$ cat config.mk
export PLATFORM = sky130hd
export DESIGN_NAME = rv32i_bus_arbiter
export DESIGN_NICKNAME = d
export VERILOG_FILES = /design/src/rtl/rv32i_bus_arbiter_pkg.sv /design/src/rtl/rv32i_bus_arbiter_lane_align.sv /design/src/rtl/rv32i_bus_arbiter.sv
export SDC_FILE = /design/constraint.sdc
export NUM_CORES = 1
export LEC_CHECK = 0
export ABC_AREA = 1
export BUFFER_PORTS_ARGS = -buffer_cell sky130_fd_sc_hd__buf_2
export CAP_MARGIN = 20
export CORE_MARGIN = 2
export CORE_UTILIZATION = 29
export CTS_CLUSTER_DIAMETER = 50
export DETAILED_ROUTE_END_ITERATION = 16
export GPL_TIMING_DRIVEN = 1
export PLACE_DENSITY_LB_ADDON = 0.25
export SETUP_SLACK_MARGIN = 0.15
export SKIP_LAST_GASP = 1
export SLEW_MARGIN = 30
export SYNTH_ARGS = -nofsm -noshare
export SYNTH_HDL_FRONTEND = slang
export SYNTH_SLANG_ARGS = --single-unit
$ cat constraint.sdc
create_clock -name clk -period 3.9 [get_ports clk]
set_input_delay 0.39 -clock clk [delete_from_list [all_inputs] [get_ports clk]]
set_output_delay 0.39 -clock clk [all_outputs]
set_load 0.1 [all_outputs]
$ cat src/rtl/rv32i_bus_arbiter_pkg.sv
`default_nettype none
// ============================================================================
// Package     : riscv_types
// Description : Shared types and constants for the rv32i bus arbiter:
//               bus FSM state encoding, load/store size codes (fun3) and the
//               instruction returned on a failed fetch.
// Revision    : 1.0 - initial release
// ============================================================================
package riscv_types;

    // Bus sequencer states, explicitly 2 bits wide
    typedef enum logic [1:0] {
        IDLE  = 2'd0,
        FETCH = 2'd1,
        DATA  = 2'd2,
        MISAL = 2'd3
    } bus_state_t;

    // Load/store size codes as carried in the instruction's fun3 field
    localparam logic [2:0] MEM_B  = 3'b000;
    localparam logic [2:0] MEM_H  = 3'b001;
    localparam logic [2:0] MEM_W  = 3'b010;
    localparam logic [2:0] MEM_BU = 3'b100;
    localparam logic [2:0] MEM_HU = 3'b101;

    // addi x0, x0, 0 - handed to the core when a fetch fails
    localparam logic [31:0] NOP_INSN = 32'h0000_0013;

endpackage
`default_nettype wire

$ cat src/rtl/rv32i_bus_arbiter_lane_align.sv
`default_nettype none
// ============================================================================
// Module      : bus_lane_align
// Description : Combinational byte-lane steering for data accesses. Derives
//               Wishbone byte selects and lane-shifted store data from the
//               low address bits and the access size, and flags accesses
//               that are not naturally aligned.
// Revision    : 1.0 - initial release
// ============================================================================
module bus_lane_align
    import riscv_types::*;
(
    input  logic [1:0]  addr_lo,
    input  logic [2:0]  op,
    input  logic [31:0] wdata,
    output logic [3:0]  sel,
    output logic [31:0] wdat,
    output logic        misal
);

    // Select lanes by access size; unknown size codes behave as words
    always_comb begin
        sel   = 4'b1111;
        misal = 1'b0;
        case (op)
            MEM_B, MEM_BU: begin
                sel   = 4'b0001 << addr_lo;
                misal = 1'b0;
            end
            MEM_H, MEM_HU: begin
                sel   = 4'b0011 << addr_lo;
                misal = addr_lo[0];
            end
            default: begin
                sel   = 4'b1111;
                misal = |addr_lo;
            end
        endcase
    end

    // Right-aligned store data moved up to its byte lane
    assign wdat = wdata << {addr_lo, 3'b000};

endmodule
`default_nettype wire

$ cat src/rtl/rv32i_bus_arbiter.sv
`default_nettype none
// ============================================================================
// Module      : rv32i_bus_arbiter
// Description : Shares one Wishbone classic master between the core's
//               instruction fetch and MEM-stage data ports, one bus cycle at
//               a time, data first. Generates the core pipeline stall.
//               Optional build macro BUS_TIMEOUT_EN adds a wait-cycle
//               watchdog that aborts a bus cycle after TIMEOUT cycles.
// Revision    : 1.0 - initial release
// ============================================================================
module rv32i_bus_arbiter
    import riscv_types::*;
#(
    parameter int TIMEOUT = 255
) (
    input  logic        clk,
    input  logic        reset,
    input  logic        if_req,
    input  logic [31:0] if_addr,
    output logic [31:0] if_rdata,
    output logic        if_ack,
    input  logic        d_req,
    input  logic        d_we,
    input  logic [31:0] d_addr,
    input  logic [31:0] d_wdata,
    input  logic [2:0]  d_op,
    output logic [31:0] d_rdata,
    output logic        d_ack,
    output logic        d_err,
    output logic        stall_pipl,
    output logic        wb_cyc_o,
    output logic        wb_stb_o,
    output logic        wb_we_o,
    output logic [31:0] wb_adr_o,
    output logic [31:0] wb_dat_o,
    output logic [3:0]  wb_sel_o,
    input  logic [31:0] wb_dat_i,
    input  logic        wb_ack_i,
    input  logic        wb_err_i
);

    bus_state_t  r_state;
    bus_state_t  w_next_state;
    logic        r_cyc;
    logic        r_we;
    logic [31:0] r_adr;
    logic [31:0] r_dat;
    logic [3:0]  r_sel;
    logic [3:0]  w_sel;
    logic [31:0] w_wdat;
    logic        w_misal;
    logic        w_timeout;
    logic        w_in_bus;
    logic        w_bus_done;
    logic        w_enter_data;
    logic        w_enter_fetch;
    logic        w_unused;

    bus_lane_align u_lane_align (
        .addr_lo (d_addr[1:0]),
        .op      (d_op),
        .wdata   (d_wdata),
        .sel     (w_sel),
        .wdat    (w_wdat),
        .misal   (w_misal)
    );

    assign w_in_bus      = (r_state == FETCH) || (r_state == DATA);
    assign w_bus_done    = w_in_bus && (wb_ack_i || wb_err_i || w_timeout);
    assign w_enter_data  = (r_state == IDLE) && d_req && !w_misal;
    assign w_enter_fetch = (r_state == IDLE) && !d_req && if_req;

`ifdef BUS_TIMEOUT_EN
    localparam int c_CNT_W = ($clog2(TIMEOUT + 1) > 8) ? $clog2(TIMEOUT + 1) : 8;

    logic [c_CNT_W-1:0] r_wait_cnt;

    // Count cycles spent in a bus cycle; cleared while idle so each cycle starts at 0
    always_ff @(posedge clk or posedge reset) begin
        if (reset) begin
            r_wait_cnt <= '0;
        end else if (!w_in_bus) begin
            r_wait_cnt <= '0;
        end else begin
            r_wait_cnt <= r_wait_cnt + 1'b1;
        end
    end

    // Abort in the TIMEOUT-th waiting cycle, so cyc is high for exactly TIMEOUT cycles
    assign w_timeout = w_in_bus && (r_wait_cnt == c_CNT_W'(TIMEOUT - 1));
`else
    assign w_timeout = 1'b0;
`endif

    // Fetch address bits below the word and the timeout depth are otherwise unused here
    assign w_unused = (^if_addr[1:0]) ^ (TIMEOUT != 0);

    // State register
    always_ff @(posedge clk or posedge reset) begin
        if (reset) begin
            r_state <= IDLE;
        end else begin
            r_state <= w_next_state;
        end
    end

    // Next-state logic: data wins ties, misaligned data never reaches the bus
    always_comb begin
        w_next_state = r_state;
        case (r_state)
            IDLE: begin
                if (d_req) begin
                    w_next_state = w_misal ? MISAL : DATA;
                end else if (if_req) begin
                    w_next_state = FETCH;
                end
            end
            FETCH, DATA: begin
                if (w_bus_done) begin
                    w_next_state = IDLE;
                end
            end
            MISAL:   w_next_state = IDLE;
            default: w_next_state = IDLE;
        endcase
    end

    // Bus-side registers: captured on entry, held stable until the cycle ends
    always_ff @(posedge clk or posedge reset) begin
        if (reset) begin
            r_cyc <= 1'b0;
            r_we  <= 1'b0;
            r_adr <= '0;
            r_dat <= '0;
            r_sel <= '0;
        end else if (w_enter_data) begin
            r_cyc <= 1'b1;
            r_we  <= d_we;
            r_adr <= {d_addr[31:2], 2'b00};
            r_dat <= w_wdat;
            r_sel <= w_sel;
        end else if (w_enter_fetch) begin
            r_cyc <= 1'b1;
            r_we  <= 1'b0;
            r_adr <= {if_addr[31:2], 2'b00};
            r_dat <= '0;
            r_sel <= 4'b1111;
        end else if (w_bus_done) begin
            r_cyc <= 1'b0;
        end
    end

    assign wb_cyc_o = r_cyc;
    assign wb_stb_o = r_cyc;
    assign wb_we_o  = r_we;
    assign wb_adr_o = r_adr;
    assign wb_dat_o = r_dat;
    assign wb_sel_o = r_sel;

    // Core-side outputs: acks are combinational from the slave response
    always_comb begin
        if_ack     = (r_state == FETCH) && w_bus_done;
        if_rdata   = ((r_state == FETCH) && (wb_err_i || (w_timeout && !wb_ack_i)))
                     ? NOP_INSN : wb_dat_i;
        d_ack      = ((r_state == DATA) && w_bus_done) || (r_state == MISAL);
        d_err      = ((r_state == DATA) && (wb_err_i || (w_timeout && !wb_ack_i)))
                     || (r_state == MISAL);
        d_rdata    = wb_dat_i;
        stall_pipl = (if_req && !if_ack) || (d_req && !d_ack);
    end

endmodule
`default_nettype wire

# Yosys cells after proc, flatten, opt, wreduce, memory -nomap -nowiden

Cells that the tools add are included.

Register bits: 72
Output and inout port bits: 139
Word-level logic and storage cells: 65

Equality and inequality tests: 8
Shift operators: 3
Muxes and demuxes: 19
Reduce and logical (&&, ||, !) cells: 29

Operator list:

| kind                                                                  | number |
|---|---|
| 32-bit two-way mux                                                    | 5 |
| 32-bit by 5-bit << shifter with 32-bit output                         | 1 |
| 1-bit logical AND                                                     | 11 |
| 4-bit two-way mux                                                     | 2 |
| 4-bit one-hot mux with 2 select lines                                 | 1 |
| 2-bit OR reduction                                                    | 4 |
| 3-bit equality test, second input constant                            | 2 |
| 1-bit two-way mux                                                     | 6 |
| 2-bit two-way mux                                                     | 3 |
| 2-bit one-hot mux with 3 select lines                                 | 1 |
| 1-bit logical OR                                                      | 5 |
| 2-bit equality test, second input constant                            | 2 |
| 1-bit zero test                                                       | 4 |
| 1-bit by 2-bit << shifter with 4-bit output, first input constant     | 1 |
| 2-bit by 2-bit << shifter with 4-bit output, first input constant     | 1 |
| 3-bit by 1-bit equality test with 1-bit output, second input constant | 1 |
| 3-bit zero test                                                       | 1 |
| 3-bit != test, second input constant                                  | 1 |
| 3-bit nonzero test                                                    | 1 |
| 2-bit by 1-bit equality test with 1-bit output, second input constant | 1 |
| 2-bit zero test                                                       | 1 |
| 2-bit != test, second input constant                                  | 1 |
| 1-bit one-hot mux with 2 select lines                                 | 1 |
| 2-bit AND reduction                                                   | 1 |
| 2-bit nonzero test                                                    | 1 |

# Logic depth before layout (Yosys ltp)

Gate-level depths: netlist (run 1).

Depth in word-level cells: 8
Gate-level depth with buffers: 9
Depth with buffers taken out: 9

# Cells and area by module

A second synthesis (run 1) with hierarchy kept.

Cell total of the unflattened synthesis: 708
Area, all modules: 4626.9 um2

Modules (own cells, without submodules):

| module            | instances | cells an instance | area an instance (um2) |
|---|---|---|---|
| rv32i_bus_arbiter | 1         | 530               | 3844.9 |
| bus_lane_align    | 1         | 178               | 782.0 |

# Worst setup path after synthesis (run 1)

Ideal clock, no wire load.

Path kind: reg2out
Start: reg r_state[0]
End: out stall_pipl
Arrival time: 5.071 ns
Required time: 3.510 ns
Path slack: -1.561 ns
Cell stages (with the launch flop): 6
Cells stage by stage: dfrtp_1 > inv_1 > ha_1 > o21ai_0 > o21ai_0 > o21ai_0

Cells in the longest elaborated chain, start to end: 8
Elaborated cells on any way between the ends: 13
Those cells by class: eq/ne: 3; reduce/logical: 10

RTL lines:

| what                                                                                         | RTL line                                          | text |
|---|---|---|
| start, declared                                                                              | rv32i_bus_arbiter.sv:42                           | `bus_state_t r_state;` |
| start signal, assigned                                                                       | rv32i_bus_arbiter.sv:103                          | `r_state <= w_next_state;` |
| 2-bit by 1-bit equality test with 1-bit output / 2-bit equality test (equally long branches) | rv32i_bus_arbiter.sv:68, rv32i_bus_arbiter.sv:165 |  |
| 1-bit logical OR                                                                             | rv32i_bus_arbiter.sv:68                           | `assign w_in_bus = (r_state == FETCH) \|\| (r_state == DATA);` |
| 1-bit logical AND                                                                            | rv32i_bus_arbiter.sv:69                           | `assign w_bus_done = w_in_bus && (wb_ack_i \|\| wb_err_i \|\| w_timeout);` |
| 1-bit logical AND                                                                            | rv32i_bus_arbiter.sv:165                          | `d_ack = ((r_state == DATA) && w_bus_done) \|\| (r_state == MISAL);` |
| 1-bit logical OR (*)                                                                         | rv32i_bus_arbiter.sv:165                          |  |
| named net d_ack                                                                              | rv32i_bus_arbiter.sv:28                           | `output logic d_ack,` |
| 1-bit zero test (*)                                                                          | rv32i_bus_arbiter.sv:169                          | `stall_pipl = (if_req && !if_ack) \|\| (d_req && !d_ack);` |
| 1-bit logical AND (*)                                                                        | rv32i_bus_arbiter.sv:169                          |  |
| 1-bit logical OR (*)                                                                         | rv32i_bus_arbiter.sv:169                          |  |
| end, declared                                                                                | rv32i_bus_arbiter.sv:30                           | `output logic stall_pipl,` |

Mark *: on every way through the listed nets, which the timed path passes. The rest lies on a longest branch.

# Worst setup path after layout (run 1)

Start: in d_addr[0]
End: reg r_dat[17] (netlist: wb_dat_o[17])

Cells in the longest elaborated chain, start to end: 5
Elaborated cells on any way between the ends: 7
Those cells by class: shift: 1; mux: 2; reduce/logical: 4

RTL lines:

| what                                                                                                  | RTL line                 | text |
|---|---|---|
| start, declared                                                                                       | rv32i_bus_arbiter.sv:24  | `input logic [31:0] d_addr,` |
| parallel branches: the longest is 5 deep, another holds 32-bit by 5-bit << shifter with 32-bit output | n/a                      |  |
| end signal, assigned                                                                                  | rv32i_bus_arbiter.sv:140 | `r_dat <= w_wdat;` |
| end, declared                                                                                         | rv32i_bus_arbiter.sv:47  | `logic [31:0] r_dat;` |

Several ways; the timed one is not identified.
A chain may end at the register's enable or synchronous reset.

==> results of run 1 <==
[per-stage QoR]
| step | instance area, um2 | utilization, % |
|---|---|---|
| after floorplan | 4670 | - |
| after global routing | 6250 | 39.5 |
| after detailed placement | 5890 | 37.2 |
| final | 6250 | 39.5 |
| after global placement | 5890 | 37.2 |
| after CTS | 6250 | 39.5 |
[path summary, 6_finish.rpt]
check / from / endpoint / cells past startpoint
worst min-delay path: reset / wb_adr_o[11]$_DFFE_PP0P_ / 2
worst min register to register: wb_dat_o[6]$_DFFE_PP0P_ / wb_dat_o[6]$_DFFE_PP0P_ / 2
max in group asynchronous: reset / wb_dat_o[22]$_DFFE_PP0P_ / 3
worst max register to register: r_state[0]$_DFFE_PP0P_ / wb_dat_o[17]$_DFFE_PP0P_ / 8
worst max-delay path: d_addr[0] / wb_dat_o[17]$_DFFE_PP0P_ / 8
min in group clk: d_we / wb_we_o$_DFFE_PP0P_ / 3
[sequential cells by signal, summed over array words and instances (netlist names)]
name,count
r_state,2
wb_adr_o,30
wb_cyc_o,1
wb_dat_o,32
wb_sel_o,4
wb_we_o,1
[cell usage in the layout (no fill, tap or decap), drive strengths merged]
master / instances
nand2: 293
buf: 279
inv: 80
nand3: 77
dfrtp: 70
nor2: 35
nand4: 31
o21ai: 14
a21oi: 13
clkbuf: 10
and2: 7
nor3: 4
ha: 4
bufinv: 4
clkinv: 4
o211ai: 3
or2: 3
conb: 2
diode: 1
[layer usage]
| metal | wire, um | part of all wire [%] | GRT usage (%) |
|---|---|---|---|
| met1 | 6670 | 41 | 22.4 |
| met2 | 8140 | 50 | 31.5 |
| met3 | 1140 | 7.0 | 3.18 |
| met4 | 291 | 1.8 | 5.88 |
| met5 | 0 | 0 | 0 |
[kinds of logic after synthesis]
kind of cell / after synthesis / share of synthesized area [%]
simple gates: 450 / 41.1
flops: 70 / 37.6
buf+inv: 164 / 16.8
fa+ha+maj: 4 / 1.07
other cells: 1 / 0.0804
compound gates: 30 / 3.38
[Yosys cell counts]
cell | n | share of area (%)
a21oi_1 | 13 | 1.4
and2_1 | 7 | 0.94
buf_1 | 3 | 0.24
buf_2 | 20 | 2.1
buf_4 | 36 | 5.8
buf_6 | 1 | 0.24
clkbuf_1 | 22 | 1.8
clkinv_1 | 1 | 0.080
conb_1 | 1 | 0.080
dfrtp_1 | 70 | 38
ha_1 | 4 | 1.1
inv_1 | 78 | 6.3
inv_2 | 2 | 0.16
inv_4 | 1 | 0.13
nand2_1 | 291 | 23
nand2_2 | 2 | 0.27
nand3_1 | 75 | 8.0
nand3_2 | 1 | 0.21
nand3_4 | 1 | 0.38
nand4_1 | 31 | 4.2
nor2_1 | 35 | 2.8
nor3_1 | 4 | 0.43
o211ai_1 | 3 | 0.48
o21ai_0 | 14 | 1.5
or2_2 | 3 | 0.40
[layout make-up]
cell class,instances,area share (%)
multi-input cells,486,34.2
repair buffers,279,22.6
clock buffers,10,3.66
well taps,216,4.32
diodes,1,0.0400
flip-flops and latches,70,28.0
clock inverters,6,2.14
inverters,82,4.98
==> results, run 1 <==
- The die is about 130 um wide.
- Setup repair after global routing left no endpoint under its margin.
- about 280 I/O pins were placed.
- Walking the worst path, the cells encountered are buf_2 -> inv_2 -> nand2_2 -> nand2_2 -> nand3_4 -> inv_2 -> nand2_1 -> nand2_1.
- After layout, the worst path uses 65.4% of the clock period.
- The multi-input combinational cells in the finished layout cover a total of roughly 0.0021 mm2.
- The synthesized area divided by synthesized cell count is approximately 6.5 um2.
- The detailed-route via count is a little over 5000.
- Data on the critical path arrives at its endpoint at between 2 and 3 ns.
- Summing all flip-flop and latch instances after layout gives 0.00175 mm2.
- The tool flagged a number of max-cap violations equal to 0.
- The largest individual stage delay along the critical path comes from the cell inv_2.
- The first global-routing pass estimated 23600 um of wire.
- The cell count after synthesis came out at about 720.
- Buffers inserted during clock tree synthesis total 9.
- Counting along the longest clock path gives a buffer depth of 2.
- The path class of the tightest hold or removal check is in2async.
- At the worst endpoint, the required time is roughly 4.2 ns.
- Measured against its own limit, the worst slew margin works out to 46.2%.
- The clock drives 70 sinks.
- The area of the core is between 0.015 and 0.02 mm2.
- The delay contributed by the slowest stage of the critical path is 0.69 ns.
- The cell sitting at the root of the clock tree is a clkbuf_16.
- The congestion estimate from routability-driven global placement came to between 0.7 and 0.8.
- The number of warning messages in the yosys log is 0.
- The top achievable clock speed is approximately 0.39 GHz.
- At the end of the flow, the number of nets in the layout was roughly 1100.
- The post-route antenna net violation count is 0.
- Counting flops and latches in the post-synthesis netlist gives 70.
- The aggregate global routing overflow is 0.
- Of all nets on the critical path, the largest fanout is 53.
- The number of resized instances in the post-cts repair step is 0.
- The placed wire-length estimate after detailed placement is about 12000 um.
- Clock-pin slew was measured on the worst setup and hold paths at 0.06 ns.
- The nature of the critical path endpoint is a flip-flop.
- Input and output buffers added on the ports amount to ~270.
- The flow ran to the end, and the final reports show no timing, DRC or antenna violations.
- Counting tap cells, the placed design contains a total of ~1100 instances.
- The die area is 0.0171 mm2.
- The worst setup path is launched from a primary input.
- The setup clock skew after layout is approximately 0.0055 ns.
- The global-route usage over all layers is about 18%.
- The average detailed-routed wire length per instance is roughly 14 um.
- The vias per cell is 4.44.
- The routed wire length is 16300 um.
- The row count is between 40 and 50.
- At the pin with the least slew margin, the transition time is 0.807 ns.
- After detailed routing, the number of remaining DRC violations is 0.
- Together, buffers and inverters on the worst path number 3.
- The number of iterations in the first detailed-routing pass is 4.
- The number of H-tree levels is 3.
- For this configuration, the core starts out at a cell density of 29.5%.
- The sequential area share after synthesis is ~38%.
- The via count of the first global-routing pass was about 4400.
- The post-route netlist has between 30 and 40% of its cells at a drive strength greater than 1.
- The number of pins exceeding their max-slew limit in the final report came to 0.
- The cell area after synthesis is about 0.0047 mm2.
- The cts-stage hold buffer count is 0.
- The post-route non-filler standard cell count is 1150.
- The height of the die is 131 um.
- The final hold violation count is 0.
- Setup slack on the critical path of the routed design comes to 1.35 ns.
- Buffers added to address setup during post-CTS repair amount to 0.
- Entering global routing, the biggest net connects 70 pins.
- For this block, the initial DRC count from the detailed router was ~260.
- The netlist uses 25 different library cells.
- The count of endpoints failing setup in the final report is 0.
- Across all hold checks on the routed design, the worst slack comes to ~0.18 ns.
- In this run the register-to-register setup slack is around 1.5 ns.
- The source-to-sink clock delay at the later pin of the worst-skew pair is between 0.3 and 0.4 ns.
- The TritonCTS clock tree is built.
- The worst setup path is of the in2reg kind.
- The largest delay contributor family on the critical path is buffers and inverters.
- Before CTS, the worst setup slack after placement is 0.954 ns.
- The smallest clock period supported by the final layout is computed as around 2.6 ns.
- Adding up every negative setup slack in the final design gives 0 ns.
- The synthesis-to-finish area growth is 34.1%.
- Fill cells in the final layout number 1758.
- The initial antenna violation count came to 1.
Power of run 1 is left out: the tool's default activity adds up to more than one toggle a clock period on the data nets, which glitch-free logic cannot reach.
==> run 2, diff against run 1 <==
==> constraint.sdc (replaced) <==
create_clock -name clk -period 2.1 [get_ports clk]
set_input_delay 0.21 -clock clk [delete_from_list [all_inputs] [get_ports clk]]
set_output_delay 0.21 -clock clk [all_outputs]
set_load 0.1 [all_outputs]
==> results, run 2 (synthesis gave the netlist of run 1 again) <==
- The flow ran to the end, but the final reports show violations.
- The checks that failed: hold timing.
- The count of fill cells added during filler insertion is 1756 (-0.11%).
- The setup clock skew after layout is 0.00672 ns (+0.00119 ns).
- The critical path is of the reg2out type.
- The register-to-register setup slack came to 0.36 ns (-1.11 ns).
- The post-route antenna net violation count is 0 (unchanged).
- The top achievable clock speed is between 0.5 and 0.6 GHz.
- The global-route wire length before repair is 24500 um (+3.7%).
- The count of port buffers added during placement is 271 (unchanged).
- The number of maximum-capacitance constraint violations is 0 (unchanged).
- The final weighted congestion in routability-driven placement is 0.801 (+3.9%).
- The startpoint identified for the worst register-to-register timing path is r_state[0]$_DFFE_PP0P_.
- The number of clock sinks is 70 (unchanged).
- The endpoint arrival time on the critical path is 1.73 ns (-1.09 ns).
- The final hold violation count is 33 (+33).
- The aggregate global routing overflow is 0 (unchanged).
- The synthesis-to-finish area growth is 40.6%.
- The number of diodes added for antenna fixing is 0 (-1).
- The width of the chip was 131 um (unchanged).
- The height of the die is 131 um (unchanged).
- The worst-margin pin slew is 0.524 ns (-0.282 ns).
- The initial antenna violation count is 0 (-1).
- The class of the worst hold path is in2async.
- Leaving out fill and tap cells, the most frequent cells in the layout are 291 x nand2_1, 236 x buf_2, 74 x inv_1, 74 x nand3_1, 70 x dfrtp_1.
- The source-to-sink clock delay at the later pin of the worst-skew pair is 0.33 ns (about the same).
- The TritonCTS clock tree is built.
- The pin count of the biggest net entering global routing is 71 (+1.4%).
- The post-route non-filler standard cell count is 1164 (+1.2%).
- The number of flip-flops under the largest register name came to 32 (unchanged).
- The vias per cell came to 4.44 (+0.11%).
- Counting I/O delays and the setup requirement, the final critical path takes roughly 1.9 ns.
- The routed wire length is 16400 um (+0.94%).
- The number of H-tree levels is 3 (unchanged).
- The fraction of layout cells with a size suffix above 1 is 34.7% (+1.7 points).
- The final clock period utilization by the worst path is 92.4%.
- The clock transition time at the flip-flop clock pins of the worst setup and hold paths came to 0.06 ns (about the same).
- The capture point of the worst reg-to-reg path is wb_sel_o[3]$_DFFE_PP0P_.
- The required time at the worst-slack endpoint is 1.89 ns (-2.28 ns).
- The effective utilization at floorplan was 29.5% (unchanged).
- The total instance count after detailed placement is 1141 (+0.71%).
- The global-route usage over all layers came to 18.4% (+0.47 points).
- The die area was 0.0171 mm2 (unchanged).
- The root buffer selected by CTS is clkbuf_16.
- The detailed-route via count is 5173 (+1.3%).
- The clock buffer count from CTS is 9 (unchanged).
- The row count is 46 (unchanged).
- The number of buffers on the longest clock path is 2 (unchanged).
- The register cell area after layout is 0.00175 mm2 (unchanged).
- The average detailed-routed wire length per instance came to 14.1 um (-0.27%).
- The count of endpoints failing setup in the final report is 0 (unchanged).
- The worst-case headroom to the max-slew limit is 65.3% (+19 points).
- Setup repair after global routing could not meet its margin everywhere.
- The number of iterations in the first detailed-routing pass is 4 (unchanged).
- The cts-stage hold buffer count is 0 (unchanged).
- The final instance area is 0.00656 mm2 (+4.9%).
- The via count of the first global-routing pass is 4685 (+7.5%).
- In this run the worst setup path terminates at stall_pipl.
- The violation count after the first detailed-routing iteration is 221 (-13%).
- In this run the worst setup path begins at r_state[0]$_DFFE_PP0P_.
- The biggest fanout along the worst timing path is 4 (-92%).
- The number of nets in the final layout is 1087 (+1.6%).
- The footprint of the multi-input gates came to 0.00221 mm2 (+3.2%).
- The worst setup path is captured at a primary output.
- The count of unresolved DRC violations after routing is 0 (unchanged).
- The number of cell instances on the worst register-to-register path is 9 (+1).
- The total cell area at the placement stage is 0.00609 mm2 (+3.3%).
- The library cell used most frequently in the layout, excluding fill and tap cells, is nand2_1.
- The smallest hold slack is -0.0512 ns (-0.230 ns).
- The kind of start point of the critical path is a flip-flop.
- The I/O pin count was 277 (unchanged).
- The area of the core is 0.0158 mm2 (unchanged).
- The number of pins exceeding their max-slew limit in the final report is 0 (unchanged).
- The placed wire-length estimate after detailed placement came to 11500 um (-1.6%).
run 2: cell types whose count changed in the layout (fill, tap and decap cells not counted), moves of 3 or more:
| cell | before | now |
|---|---|---|
| or2_2 | 3 | 0 |
| or2_4 | 0 | 3 |
| buf_4 | 8 | 49 |
| o21ai_4 | 0 | 3 |
| bufinv_16 | 4 | 0 |
| buf_2 | 271 | 236 |
| buf_12 | 0 | 8 |
run 2: layer usage:
metal  wire length [um]  track usage, %  up-vias
li1                   -               -     2639
met3                936            3.42       15
met4                298            5.88        0
met5                  0               0        -
met2               8120            31.7      192
met1               7050            23.5     2327
run 2: worst min-delay path by stage:
stage,from,to,slack [ns],cells after the start
after floorplan,d_we,wb_we_o$_DFFE_PP0P_,0.33,2
after global placement,reset,wb_we_o$_DFFE_PP0P_,0.34,3
after detailed placement,reset,wb_we_o$_DFFE_PP0P_,0.36,3
after CTS,reset,wb_dat_o[16]$_DFFE_PP0P_,0.002,3
after global routing,reset,wb_we_o$_DFFE_PP0P_,0.002,3
final,reset,wb_we_o$_DFFE_PP0P_,-0.05,3
run 2: layout make-up:
| cell class | instances | share of cell area [%] |
|---|---|---|
| sequential | 70 | 26.7 |
| inverter | 82 | 4.83 |
| clock inverter | 2 | 0.153 |
| tap | 216 | 4.12 |
| multi-input combinational | 486 | 33.7 |
| timing repair buffer | 296 | 26.8 |
| clock buffer | 12 | 3.76 |
run 2: worst max-delay path, cell delays in order (launching register included):
cell     delay (ns)
dfrtp_1        0.41
inv_2          0.08
ha_4           0.29
o21ai_4        0.06
buf_6          0.12
o21ai_4        0.18
o21ai_4        0.08
buf_12         0.17
run 2: repair_timing:
item	4_1_cts	5_1_grt
resized for setup	37	12
cloned	0	1
pin swaps	1	5
setup endpoints to repair	71	68
setup buffers	3	5
endpoints found under the hold margin	0	0
run 2: metrics by stage:
stage / setup slack [ns] / TNS, ns / util (%)
2_1_floorplan: -0.280 / -8.17 / -
3_3_place_gp: 0.144 / 0 / 38.5
3_5_place_dp: 0.0616 / 0 / 38.5
4_1_cts: 0.0912 / 0 / 40.9
5_1_grt: 0.0818 / 0 / 41.4
6_report: 0.160 / 0 / 41.4
Power of run 2 is left out for the same reason.
